==> config.mk <==
export PLATFORM = sky130hd
export DESIGN_NAME = modn_updown_counter_flat
export DESIGN_NICKNAME = d
export VERILOG_FILES = /design/src/rtl/modn_updown_counter_pkg.sv /design/src/rtl/modn_updown_counter_if.sv /design/src/rtl/modn_updown_counter_step_calc.sv /design/src/rtl/modn_updown_counter.sv /design/src/flat_wrapper.sv
export SDC_FILE = /design/constraint.sdc
export NUM_CORES = 1
export LEC_CHECK = 0
export CORE_MARGIN = 2
export CORE_UTILIZATION = 42
export CTS_CLUSTER_SIZE = 40
export DETAILED_ROUTE_END_ITERATION = 10
export GPL_TIMING_DRIVEN = 0
export HOLD_SLACK_MARGIN = 0.15
export PLACE_DENSITY = 0.78
export SLEW_MARGIN = 20
export SYNTH_ARGS = -nofsm -noshare
export SYNTH_HDL_FRONTEND = slang
export SYNTH_SLANG_ARGS = --single-unit
==> constraint.sdc <==
create_clock -name clk -period 1.88 [get_ports clk]
set_input_delay 0.188 -clock clk [delete_from_list [all_inputs] [get_ports clk]]
set_output_delay 0.188 -clock clk [all_outputs]
set_load 0.05 [all_outputs]
==> src/rtl/modn_updown_counter_pkg.sv <==
// Shared definitions for the modulo-N up/down counter: count-direction encoding
// and the parameter legality check used by the counter's elaboration assertion.
package modn_cnt_pkg;

    typedef enum logic {
        CNT_MODE_DOWN = 1'b0,
        CNT_MODE_UP   = 1'b1
    } cnt_mode_e;

    // The width must hold every count value 0..modulus-1, and the step must stay below the modulus.
    function automatic bit cnt_params_legal(input longint modulus, input longint width,
                                            input longint step);
        return (modulus >= 2) && (modulus <= 65536) &&
               (step >= 1) && (step < modulus) &&
               (width >= 1) && (width <= 32) &&
               ((longint'(1) << width) >= modulus);
    endfunction

endpackage

==> src/rtl/modn_updown_counter_if.sv <==
// Control/status bundle of one modulo-N counter digit. The master drives the
// controls and observes the count; the slave is the counter itself.
interface modn_updown_counter_if #(
    parameter int WIDTH = 4
) ();

    logic             en;
    logic             cin;
    logic             load;
    logic             mode;
    logic [WIDTH-1:0] data_in;
    logic [WIDTH-1:0] count;
    logic             tc;
    logic             co;
    logic             wrap;
    logic             load_err;

    modport master (
        output en, cin, load, mode, data_in,
        input  count, tc, co, wrap, load_err
    );

    modport slave (
        input  en, cin, load, mode, data_in,
        output count, tc, co, wrap, load_err
    );

endinterface

==> src/rtl/modn_updown_counter_step_calc.sv <==
// Next-count and boundary detection for one enabled step of the counter.
// Build option MODN_CNT_SATURATE_EN: clamp at the range ends instead of wrapping.
module modn_step_calc
    import modn_cnt_pkg::*;
#(
    parameter int MODULUS = 13,
    parameter int WIDTH   = $clog2(MODULUS),
    parameter int STEP    = 1
) (
    input  logic [WIDTH-1:0] count,
    input  logic             mode,
    output logic [WIDTH-1:0] next_count,
    output logic             will_wrap
);

    // One guard bit keeps count+STEP and count+MODULUS-STEP from overflowing.
    localparam logic [WIDTH:0] MOD_X  = (WIDTH+1)'(MODULUS);
    localparam logic [WIDTH:0] STEP_X = (WIDTH+1)'(STEP);
    localparam logic [WIDTH:0] LAST_X = (WIDTH+1)'(MODULUS - 1);

    logic [WIDTH:0] count_x;
    logic [WIDTH:0] sum_x;
    logic [WIDTH:0] next_x;

    always_comb begin
        count_x   = {1'b0, count};
        sum_x     = count_x + STEP_X;
        next_x    = '0;
        will_wrap = 1'b0;
        if (mode == CNT_MODE_UP) begin
            will_wrap = (sum_x >= MOD_X);
`ifdef MODN_CNT_SATURATE_EN
            next_x = will_wrap ? LAST_X : sum_x;
`else
            next_x = will_wrap ? (sum_x - MOD_X) : sum_x;
`endif
        end else begin
            will_wrap = (count_x < STEP_X);
`ifdef MODN_CNT_SATURATE_EN
            next_x = will_wrap ? '0 : (count_x - STEP_X);
`else
            next_x = will_wrap ? (count_x + MOD_X - STEP_X) : (count_x - STEP_X);
`endif
        end
        next_count = next_x[WIDTH-1:0];
    end

endmodule

==> src/rtl/modn_updown_counter.sv <==
// Modulo-N up/down counter digit with load, enable, programmable step and
// cascade carry. Build option MODN_CNT_SATURATE_EN selects clamping over wrap-around.
module modn_updown_counter
    import modn_cnt_pkg::*;
#(
    parameter int MODULUS = 13,
    parameter int WIDTH   = $clog2(MODULUS),
    parameter int STEP    = 1
) (
    input  logic                 clk,
    input  logic                 rst,
    modn_updown_counter_if.slave cnt_if
);

    localparam logic [WIDTH:0]   MOD_X     = (WIDTH+1)'(MODULUS);
    localparam logic [WIDTH-1:0] LAST      = WIDTH'(MODULUS - 1);
    localparam bit               PARAMS_OK = cnt_params_legal(MODULUS, WIDTH, STEP);

    logic [WIDTH-1:0] count_q;
    logic             wrap_q;
    logic             load_err_q;
    logic [WIDTH-1:0] next_count;
    logic             will_wrap;
    logic             step_en;

    assign step_en = cnt_if.en & cnt_if.cin;

    // The same boundary flag drives the registered step and the combinational tc.
    modn_step_calc #(
        .MODULUS (MODULUS),
        .WIDTH   (WIDTH),
        .STEP    (STEP)
    ) u_step_calc (
        .count      (count_q),
        .mode       (cnt_if.mode),
        .next_count (next_count),
        .will_wrap  (will_wrap)
    );

    always_ff @(posedge clk) begin
        if (rst) begin
            count_q    <= '0;
            wrap_q     <= 1'b0;
            load_err_q <= 1'b0;
        end else if (cnt_if.load) begin
            wrap_q <= 1'b0;
            if ({1'b0, cnt_if.data_in} >= MOD_X) begin
                count_q    <= LAST;
                load_err_q <= 1'b1;
            end else begin
                count_q    <= cnt_if.data_in;
                load_err_q <= 1'b0;
            end
        end else if (step_en) begin
            count_q    <= next_count;
            wrap_q     <= will_wrap;
            load_err_q <= 1'b0;
        end else begin
            wrap_q     <= 1'b0;
            load_err_q <= 1'b0;
        end
    end

    assign cnt_if.count    = count_q;
    assign cnt_if.tc       = will_wrap;
    assign cnt_if.co       = step_en & will_wrap;
    assign cnt_if.wrap     = wrap_q;
    assign cnt_if.load_err = load_err_q;

    param_legal_a: assert property (@(posedge clk)
        PARAMS_OK && ($bits(cnt_if.data_in) == WIDTH));

endmodule

==> src/flat_wrapper.sv <==
// flat-port wrapper written by rule: the top's interface ports become plain ports
module modn_updown_counter_flat import modn_cnt_pkg::*;
#(
    parameter int MODULUS = 13,
    parameter int WIDTH   = $clog2(MODULUS),
    parameter int STEP    = 1
)
  (clk, rst, cnt_if_en, cnt_if_cin, cnt_if_load, cnt_if_mode, cnt_if_data_in, cnt_if_count, cnt_if_tc, cnt_if_co, cnt_if_wrap, cnt_if_load_err);
  modn_updown_counter_if #(.WIDTH(WIDTH)) cnt_if_i ();
  input  logic clk;
  input  logic rst;
  input wire logic [$bits(cnt_if_i.en)-1:0] cnt_if_en;
  input wire logic [$bits(cnt_if_i.cin)-1:0] cnt_if_cin;
  input wire logic [$bits(cnt_if_i.load)-1:0] cnt_if_load;
  input wire logic [$bits(cnt_if_i.mode)-1:0] cnt_if_mode;
  input wire logic [$bits(cnt_if_i.data_in)-1:0] cnt_if_data_in;
  output wire logic [$bits(cnt_if_i.count)-1:0] cnt_if_count;
  output wire logic [$bits(cnt_if_i.tc)-1:0] cnt_if_tc;
  output wire logic [$bits(cnt_if_i.co)-1:0] cnt_if_co;
  output wire logic [$bits(cnt_if_i.wrap)-1:0] cnt_if_wrap;
  output wire logic [$bits(cnt_if_i.load_err)-1:0] cnt_if_load_err;
  assign cnt_if_i.en = cnt_if_en;
  assign cnt_if_i.cin = cnt_if_cin;
  assign cnt_if_i.load = cnt_if_load;
  assign cnt_if_i.mode = cnt_if_mode;
  assign cnt_if_i.data_in = cnt_if_data_in;
  assign cnt_if_count = cnt_if_i.count;
  assign cnt_if_tc = cnt_if_i.tc;
  assign cnt_if_co = cnt_if_i.co;
  assign cnt_if_wrap = cnt_if_i.wrap;
  assign cnt_if_load_err = cnt_if_i.load_err;
  modn_updown_counter #(.MODULUS(MODULUS), .WIDTH(WIDTH), .STEP(STEP)) u_core (.clk(clk), .rst(rst), .cnt_if(cnt_if_i));
endmodule
## After elaboration in Yosys (flattened, before gate mapping)

Cells that the tools add are included.

| storage, ports and cells | value |
|---|---|
| bits of input ports | 10 |
| output and inout port bits | 8 |
| word-level logic and storage cells | 26 |
| bits in registers | 6 |

| cells by class | value |
|---|---|
| bitwise operators | 4 |
| add/subtract/negate cells | 5 |
| reductions and logical operators | 3 |
| muxes and demuxes | 8 |
| order comparisons | 3 |

Operators with widths:

| cell | count |
|---|---|
| two-way mux 4 bit | 6 |
| subtractor 4 x 1 -> 4 bit, second input constant | 2 |
| adder 4 x 1 -> 5 bit, second input constant | 1 |
| >= comparator 5 x 4 -> 1 bit, second input constant | 1 |
| adder 4 bit, second input constant | 1 |
| >= comparator 4 bit, second input constant | 1 |
| less-than comparator 4 x 1 -> 1 bit, second input constant | 1 |
| subtractor 4 bit, second input constant | 1 |
| OR reduction 3 bit | 1 |
| AND 1 bit | 2 |
| two-way mux 1 bit | 2 |
| inverter 1 bit | 2 |
| nonzero test 2 bit | 1 |
| OR reduction 2 bit | 1 |

## Depth between registers and ports, before layout

Gate-level depths: netlist (run 1).

| logic depth | value |
|---|---|
| depth after elaboration | 6 |
| mapped depth | 8 |
| gate-level depth less buffers | 7 |

## Hierarchy

A second synthesis (run 1) with hierarchy kept.

| second synthesis, totals | value |
|---|---|
| cells, all modules | 86 |
| area, all modules | 668.1 um^2 |

Modules (own cells, without submodules):

| module | times used | cells each | area each (um^2) | seq. area each (um^2) |
|---|---|---|---|---|
| modn_step_calc | 1 | 57 | 401.6 | 0.0 |
| modn_updown_counter | 1 | 29 | 266.5 | 120.1 |

## Worst setup path after synthesis (run 1)

OpenSTA, ideal clock, no wires.

| path | value |
|---|---|
| path type | flip-flop to output port |
| from | register u_core.count_q[0], in the netlist u_core.cnt_if.count[0] |
| to | output cnt_if_co |
| path slack | -949 ps |
| data arrival time | 2641 ps |
| required time | 1692 ps |
| stages on the path, launching flop included | 9 |
| path buffers | 1 |
| cells stage by stage | dfxtp_1 buf_2 inv_1 ha_1 nand2b_1 o21ai_1 or2_4 a31o_4 nor2_1 |

| on the way | value |
|---|---|
| cells in the longest elaborated chain, start to end | 4 |
| elaborated cells between the ends (all ways) | 5 |
| classes of those cells | add/sub: 1; order compare: 2; mux: 1; bitwise: 1 |

Ends and longest elaborated chain:

| what | line | text |
|---|---|---|
| start, declared | modn_updown_counter.sv:19 | `logic [WIDTH-1:0] count_q;` |
| start signal, assigned | modn_updown_counter.sv:51 | `count_q <= cnt_if.data_in;` |
| start signal, assigned | modn_updown_counter.sv:55 | `count_q <= next_count;` |
| adder 4 x 1 -> 5 bit | modn_updown_counter_step_calc.sv:27 | `sum_x = count_x + STEP_X;` |
| >= comparator 5 x 4 -> 1 bit | modn_updown_counter_step_calc.sv:31 | `will_wrap = (sum_x >= MOD_X);` |
| two-way mux 1 bit (*) | modn_updown_counter_step_calc.sv:30 | `if (mode == CNT_MODE_UP) begin` |
| AND 1 bit (*) | modn_updown_counter.sv:66 | `assign cnt_if.co = step_en & will_wrap;` |
| end, declared | flat_wrapper.sv:19 | `output wire logic [$bits(cnt_if_i.co)-1:0] cnt_if_co;` |

Mark *: on every way between the ends. The rest lies on a longest branch, timed or not.

## Worst setup path in the final report (run 1)

Ends and elaborated chain as after synthesis.

==> implementation parameters, run 1 <==
Parameter                              Value

Die
  Floorplan core area ... 1510 um2
  Initial Util ... 44.6%
  Die H ... 44.0 um
  Die Wd ... 44.0 um
  Area of the die ... 1940 um2
  FP Rows ... 14
  Top Ports ... 18

Global route
  Met2 Use GR ... 40.3%
  Total routing resource utilization after global routing ... 24.3%
  Overflow left after global routing ... 0
  Wire length of the first global-routing pass ... 3.49 mm
  Met1 layer usage reported by global route ... 30.9%
  GR Layer Usage met3 ... 6.67%
  Most heavily used metal layer in global routing ... met2
  Via count of the first global-routing pass ... 745
  Pin count of the biggest net entering global routing ... 11
  Antenna violations before repair ... 0

Job
  Reported max-cap violation count ... 0

Clock tree
  Buffer cell driving the clock tree root ... sky130_fd_sc_hd__clkbuf_4
  Post-CTS Hold Buffers ... 0
  TritonCTS sink count ... 6
  Source-to-sink clock delay at the later pin of the worst-skew pair ... 0.25 ns
  TritonCTS clock tree ... done
  Cts bufs inserted ... 3
  Clock slew at reported path FFs ... 0.05 ns
  Clock buffer depth ... 2
  Max H-tree Level ... 1

Worst setup path
  Worst Path Max Fanout ... 4
  CP dominant cell by count ... sky130_fd_sc_hd__buf_8
  Worst-path cell chain ... buf_8 -> inv_6 -> ha_4 -> nand2b_4 -> o21ai_4 -> or2_4 -> a31o_4 -> nor2_4 -> buf_8
  CP endpoint kind ... primary output
  Slowest stage delay, CP ... 0.35 ns
  CP arrival ... 1.94 ns
  Critical Path Source Type ... flip-flop
  Required time worst endpoint ... 1.69 ns
  Worst setup path startpoint ... u_core.cnt_if.count[0]
  Crit Reg-Reg Startpoint ... u_core.cnt_if.count[0]
  Type of the setup path with the least slack ... flip-flop to primary output
  Cell with the largest stage delay on the worst path ... sky130_fd_sc_hd__dfxtp_4
  Worst-case register-to-register setup slack ... -0.17 ns

STA
  Worst-case hold slack ... 0.342 ns
  Number of endpoints with negative hold slack in the final report ... 0
  Shortest period the worst path allows ... 2.13 ns
  Period utilization ... 113%
  Worst slew pin tran ... 0.496 ns
  Total of endpoints with negative setup slack in the final report ... 4
  RSZ-0062 raised after global routing ... yes
  Final setup margin ... -0.247 ns
  Headroom to the max-slew limit ... 66.8%
  Number of max-slew violations in the final report ... 0
  Worst clock skew ... 0.000278 ns
  Peak Freq ... 470 MHz

Routing
  Total via count after detailed routing ... 784
  Iteration-0 DRC Markers ... 25
  Post-detailed-route via-to-cell ratio ... 5.94
  Number of design rule violations left after detail routing ... 0
  DR pass1 iterations ... 4
  Total Wirelength ... 1.98 mm
  Wire length per cell after detailed routing ... 15.0 um
  Detail Route Antenna Nets ... 0

Placed design
  Port bufs ... 16
  Final weighted congestion of routability-driven global placement ... 0.839
  DP HPWL ... 1.38 mm
  Post-detailed-placement cell area ... 911 um2

Hold path
  Startpoint of the most critical hold path ... rst
  Kind of path behind the tightest hold check ... input pin to flip-flop

Yosys
  Most instantiated flip-flop cell in the synthesis netlist ... sky130_fd_sc_hd__dfxtp_1
  Syn Area/Cell ... 7.81 um2
  Post-synthesis sequential area ratio ... 17.9%
  Top area cells in the synthesized netlist ... sky130_fd_sc_hd__dfxtp_1, sky130_fd_sc_hd__ha_1, sky130_fd_sc_hd__a21oi_1
  Area share of the leading cell type in the synthesized netlist ... 17.9%
  Number of synthesized flops with an enable pin ... 0
  Dominant cell type by area after synthesis ... sky130_fd_sc_hd__dfxtp_1
  Combined area of all synthesized cells ... 672 um2
  Count leader, synth ... sky130_fd_sc_hd__nor2_1
  Yosys synthesis warning count ... 0
  Syn_nets ... 101
  Post-Synthesis Cells ... 86
  Share of synthesized flip-flops with an asynchronous set or reset ... 0%
  Most frequent cells after synthesis ... sky130_fd_sc_hd__nor2_1, sky130_fd_sc_hd__a21oi_1, sky130_fd_sc_hd__dfxtp_1
  Seq cells post-synth ... 6
  Number of unique standard cell types used by synthesis ... 40

Final layout
  Antenna Diode Count ... 0
  Final Net Count ... 132
  Area Growth Syn to Fin ... 60.3%
  Cell area after layout ... 1080 um2
  Layout cell share with drive strength beyond 1 ... 37.1%
  Utilization of the core after routing ... 71.5%

Pwr
  Power Total ... 599 uW
  VDD IR max ... 0.376 mV
  Pwr dens ... 556 nW/um2
  Cell leakage power ... 0.000395 uW

Status
  Failing checks ... setup timing
  Outcome ... finished with violations
==> through the flow <==
step,TNS [ns],setup WS [ns],instances
2_1_floorplan,-0.220,-0.134,86
3_3_place_gp,-1.43,-0.683,118
3_5_place_dp,-1.59,-0.706,118
4_1_cts,-0.504,-0.231,130
5_1_grt,-1.15,-0.315,132
6_report,-0.707,-0.247,132
==> worst max-delay path: cells and delay by family, from the launching register on <==
family / cells / cell delay (ns)
compound gates: 2 / 0.31
fa+ha+maj: 1 / 0.25
buf+inv: 3 / 0.29
flops: 1 / 0.35
simple gates: 3 / 0.47
==> layer usage <==
layer / wire [um] / part of all wire, %
met3: 69 / 3.5
met2: 996 / 50
met1: 885 / 45
met4: 32 / 1.6
met5: 0 / 0
==> cell families (layout without fill, tap and decap cells) <==
| group | after synthesis | count (layout) | synth area share, % |
|---|---|---|---|
| simple gates | 33 | 33 | 29.2 |
| compound gates | 26 | 26 | 26.8 |
| buf+inv | 11 | 41 | 7.63 |
| flops | 6 | 6 | 17.9 |
| fa+ha+maj | 5 | 5 | 9.31 |
| xor+xnor | 3 | 3 | 6.15 |
| mux | 2 | 2 | 2.98 |
==> cells in the final DEF (no fill, tap or decap), drive strengths merged, types with 2 or more instances in the layout <==
master	n
a2111oi	2
a21oi	6
a31o	2
a31oi	4
buf	16
clkbuf	6
clkdlybuf4s50	14
dfxtp	6
ha	5
inv	4
mux2i	2
nand2	5
nand3	4
nand3b	2
nand4	2
nor2	8
nor3	3
nor4	2
o21ai	6
xnor2	2
==> registers in the layout (all words and copies together), names as in the netlist <==
register,cells
u_core.cnt_if.count,4
u_core.cnt_if.load_err,1
u_core.cnt_if.wrap,1
==> worst paths after layout <==
check	to	depth (start not counted)
max reg2reg	u_core.cnt_if.count[3]	9
max	cnt_if_co	9
min	u_core.cnt_if.count[1]	2
min reg2reg	u_core.cnt_if.count[3]	2
==> power by group <==
part / total, uW / leakage (uW) / switching [uW] / internal, uW
Clock: 135 / 0.0000150 / 54.4 / 80.9
Combinational: 314 / 0.000328 / 169 / 145
Sequential: 150 / 0.0000512 / 13.3 / 136
Total: 599 / 0.000395 / 236 / 363
==> final cells by class <==
type                            count  area, um2
Buffer                              6       48.8
Tap cell                           16       20.0
Timing Repair Buffer               26        249
Sequential cell                     6        130
Clock buffer                        4       26.3
Inverter                            5       27.5
Fill cell                         113        429
Multi-Input combinational cell     69        576
==> what timing repair did <==
action,CTS,global route
endpoints found under the hold margin,0,0
gates resized for setup,24,4
setup buffers,8,3
pin swaps,0,3
setup endpoints to repair,3,5
No activity file was read; power rests on OpenSTA's default activity.
==> inputs of run 2 (changes only) <==
--- a/config.mk
+++ b/config.mk
@@ -12,7 +12,6 @@
 export GPL_TIMING_DRIVEN = 0
 export HOLD_SLACK_MARGIN = 0.15
 export PLACE_DENSITY = 0.78
-export SLEW_MARGIN = 20
 export SYNTH_ARGS = -nofsm -noshare
 export SYNTH_HDL_FRONTEND = slang
 export SYNTH_SLANG_ARGS = --single-unit
==> results of run 2 <==
Same layout as run 1: the final DEF is identical, and so are final timing and power.
==> inputs of run 3 (changes only) <==
--- a/config.mk
+++ b/config.mk
@@ -12,6 +12,7 @@
 export GPL_TIMING_DRIVEN = 0
 export HOLD_SLACK_MARGIN = 0.15
 export PLACE_DENSITY = 0.78
+export REMOVE_ABC_BUFFERS = 1
 export SYNTH_ARGS = -nofsm -noshare
 export SYNTH_HDL_FRONTEND = slang
 export SYNTH_SLANG_ARGS = --single-unit
==> implementation parameters, run 3 (synthesis results as in run 1) <==
Parameter                              Value

STA
  Shortest period the worst path allows ... 2.08 ns (was 2.13 ns)
  Number of endpoints with negative hold slack in the final report ... 0 (unchanged)
  Total of endpoints with negative setup slack in the final report ... 3 (was 4)
  Number of max-slew violations in the final report ... 0 (unchanged)
  Worst slew pin tran ... 0.529 ns (was 0.496 ns)
  Peak Freq ... 481 MHz (was 470 MHz)
  Period utilization ... 111% (was 113%)
  Headroom to the max-slew limit ... 64.6% (was 66.8%)
  Sum of negative setup slack ... -0.491 ns (was -0.707 ns)
  RSZ-0062 raised after global routing ... yes (unchanged)
  Final setup margin ... -0.201 ns (was -0.247 ns)
  Worst clock skew ... 0.00349 ns (was 0.000278 ns)

Status
  Outcome ... finished with violations (unchanged)
  Failing checks ... setup timing (unchanged)

Final layout
  Most common library cell in the layout ignoring fill and taps ... sky130_fd_sc_hd__clkdlybuf4s50_1 (unchanged)
  Final Net Count ... 126 (was 132)
  Area occupied by multi-input gates ... 544 um2 (was 576 um2)
  Storage element area ... 129 um2 (was 130 um2)
  Area Growth Syn to Fin ... 46.0% (was 60.3%)
  Max FFs per register ... 4 (unchanged)
  Antenna Diode Count ... 0 (unchanged)
  Layout cell share with drive strength beyond 1 ... 30.3% (was 37.1%)
  Filler cells ... 118 (was 113)
  Top library cells by usage in the layout, fill and taps aside ... sky130_fd_sc_hd__clkdlybuf4s50_1, sky130_fd_sc_hd__buf_4, sky130_fd_sc_hd__nor2_1, sky130_fd_sc_hd__a21oi_1 (was sky130_fd_sc_hd__clkdlybuf4s50_1, sky130_fd_sc_hd__buf_4, sky130_fd_sc_hd__nor2_1)

Die
  Area of the die ... 1940 um2 (unchanged)
  FP Rows ... 14 (unchanged)
  Die Wd ... 44.0 um (unchanged)
  Top Ports ... 18 (unchanged)
  Die H ... 44.0 um (unchanged)
  Initial Util ... 44.6% (unchanged)
  Floorplan core area ... 1510 um2 (unchanged)

Clock tree
  Clock buffer depth ... 2 (unchanged)
  Cts bufs inserted ... 3 (unchanged)
  Source-to-sink clock delay at the later pin of the worst-skew pair ... 0.24 ns (was 0.25 ns)
  Clock slew at reported path FFs ... 0.05 ns (about the same)
  TritonCTS sink count ... 6 (unchanged)
  Post-CTS Hold Buffers ... 0 (unchanged)
  TritonCTS clock tree ... done (unchanged)
  Buffer cell driving the clock tree root ... sky130_fd_sc_hd__clkbuf_4 (unchanged)
  Max H-tree Level ... 1 (unchanged)

Routing
  Post-detailed-route via-to-cell ratio ... 6.25 (was 5.94)
  Iteration-0 DRC Markers ... 40 (was 25)
  Total Wirelength ... 1.92 mm (was 1.98 mm)
  Detail Route Antenna Nets ... 0 (unchanged)
  Total via count after detailed routing ... 781 (was 784)
  Wire length per cell after detailed routing ... 15.4 um (was 15.0 um)
  Number of design rule violations left after detail routing ... 0 (unchanged)
  DR pass1 iterations ... 4 (unchanged)

Worst setup path
  CP Capture Point ... cnt_if_co (unchanged)
  Crit Reg-Reg Startpoint ... u_core.cnt_if.count[1] (was u_core.cnt_if.count[0])
  Worst-case register-to-register setup slack ... -0.11 ns (was -0.17 ns)
  Critical Path Source Type ... flip-flop (unchanged)
  Number of cells on the worst reg-to-reg path ... 8 (was 9)
  Worst Path Max Fanout ... 4 (unchanged)
  Type of the setup path with the least slack ... flip-flop to primary output (unchanged)
  CP endpoint kind ... primary output (unchanged)
  Reg2reg end ... u_core.cnt_if.count[3] (unchanged)
  CP arrival ... 1.89 ns (was 1.94 ns)
  Worst setup path startpoint ... u_core.cnt_if.count[0] (unchanged)
  Required time worst endpoint ... 1.69 ns (about the same)

Placed design
  Final weighted congestion of routability-driven global placement ... 0.799 (was 0.839)
  Port bufs ... 17 (was 16)
  DP HPWL ... 1.25 mm (was 1.38 mm)

Hold path
  Kind of path behind the tightest hold check ... input pin to flip-flop (unchanged)

Pwr
  Cell leakage power ... 0.000365 uW (was 0.000395 uW)
  Pwr dens ... 558 nW/um2 (was 556 nW/um2)
  VDD IR max ... 0.447 mV (was 0.376 mV)
  Power Total ... 548 uW (was 599 uW)

Job
  Reported max-cap violation count ... 0 (unchanged)

Global route
  Pin count of the biggest net entering global routing ... 16 (was 11)
  Antenna violations before repair ... 0 (unchanged)
  Total routing resource utilization after global routing ... 22.3% (was 24.3%)
  Overflow left after global routing ... 0 (unchanged)
  Wire length of the first global-routing pass ... 3.26 mm (was 3.49 mm)
  Via count of the first global-routing pass ... 768 (was 745)
==> run 3: area by class of cell <==
class / count / share of cell area [%]
Multi-Input combinational cell: 69 / 55.5
Sequential cell: 6 / 13.1
Inverter: 5 / 2.17
Tap cell: 16 / 2.04
Timing Repair Buffer: 26 / 24.9
Clock buffer: 3 / 2.30
==> run 3: critical path, stage by stage, from the launching register on <==
cell and delay (ns):
sky130_fd_sc_hd__dfxtp_4 0.39, sky130_fd_sc_hd__inv_4 0.05, sky130_fd_sc_hd__ha_4 0.26, sky130_fd_sc_hd__nand2b_4 0.13
sky130_fd_sc_hd__o21ai_2 0.06, sky130_fd_sc_hd__or2_4 0.26, sky130_fd_sc_hd__a31o_4 0.25, sky130_fd_sc_hd__nor2_4 0.09
sky130_fd_sc_hd__buf_8 0.15
==> run 3: metrics by stage <==
| stage | utilization [%] | std cells | hold WS [ns] | cell area (um2) | worst slack, ns |
|---|---|---|---|---|---|
| finish | 65.1 | 125 | 0.575 | 981 | -0.201 |
| global route | 65.1 | 125 | 0.593 | 981 | -0.247 |
| CTS | 64.9 | 125 | 0.570 | 977 | -0.164 |
| detailed placement | 55.1 | 113 | 0.663 | 830 | -1.04 |
| global placement | 55.1 | 113 | 0.648 | 830 | -0.982 |
| floorplan | - | 80 | 0.257 | 639 | -0.930 |
==> run 3: worst min path at each step <==
stage	from	to	slack, ns	cells after the start
4_1_cts	cnt_if_data_in[0]	u_core.cnt_if.load_err	0.57	3
3_3_place_gp	u_core.cnt_if.count[3]	u_core.cnt_if.count[3]	0.65	2
6_report	cnt_if_data_in[0]	u_core.cnt_if.load_err	0.58	3
3_5_place_dp	u_core.cnt_if.count[3]	u_core.cnt_if.count[3]	0.66	2
2_1_floorplan	rst	u_core.cnt_if.count[1]	0.26	1
5_1_grt	cnt_if_data_in[3]	u_core.cnt_if.count[3]	0.59	3
==> run 3: where the power goes <==
| part | switching [uW] | internal (uW) | leakage (uW) |
|---|---|---|---|
| clock | 46.1 | 72.2 | 0.0000138 |
| combinational | 148 | 125 | 0.000301 |
| sequential | 19.8 | 136 | 0.0000509 |
==> run 3: routing by layer <==
metal / up-vias / GRT usage [%] / share of wire [%]
met5: - / 0 / 0
met4: 0 / 10.3 / 2.4
li1: 368 / - / -
met1: 374 / 27.2 / 43
met3: 6 / 5.00 / 5.2
met2: 33 / 37.1 / 50
==> run 3: timing repair <==
item	in CTS	in global routing
gates cloned	0	0
setup buffers	9	0
setup endpoints to repair	8	3
pin swaps	4	0
resized for setup	29	1
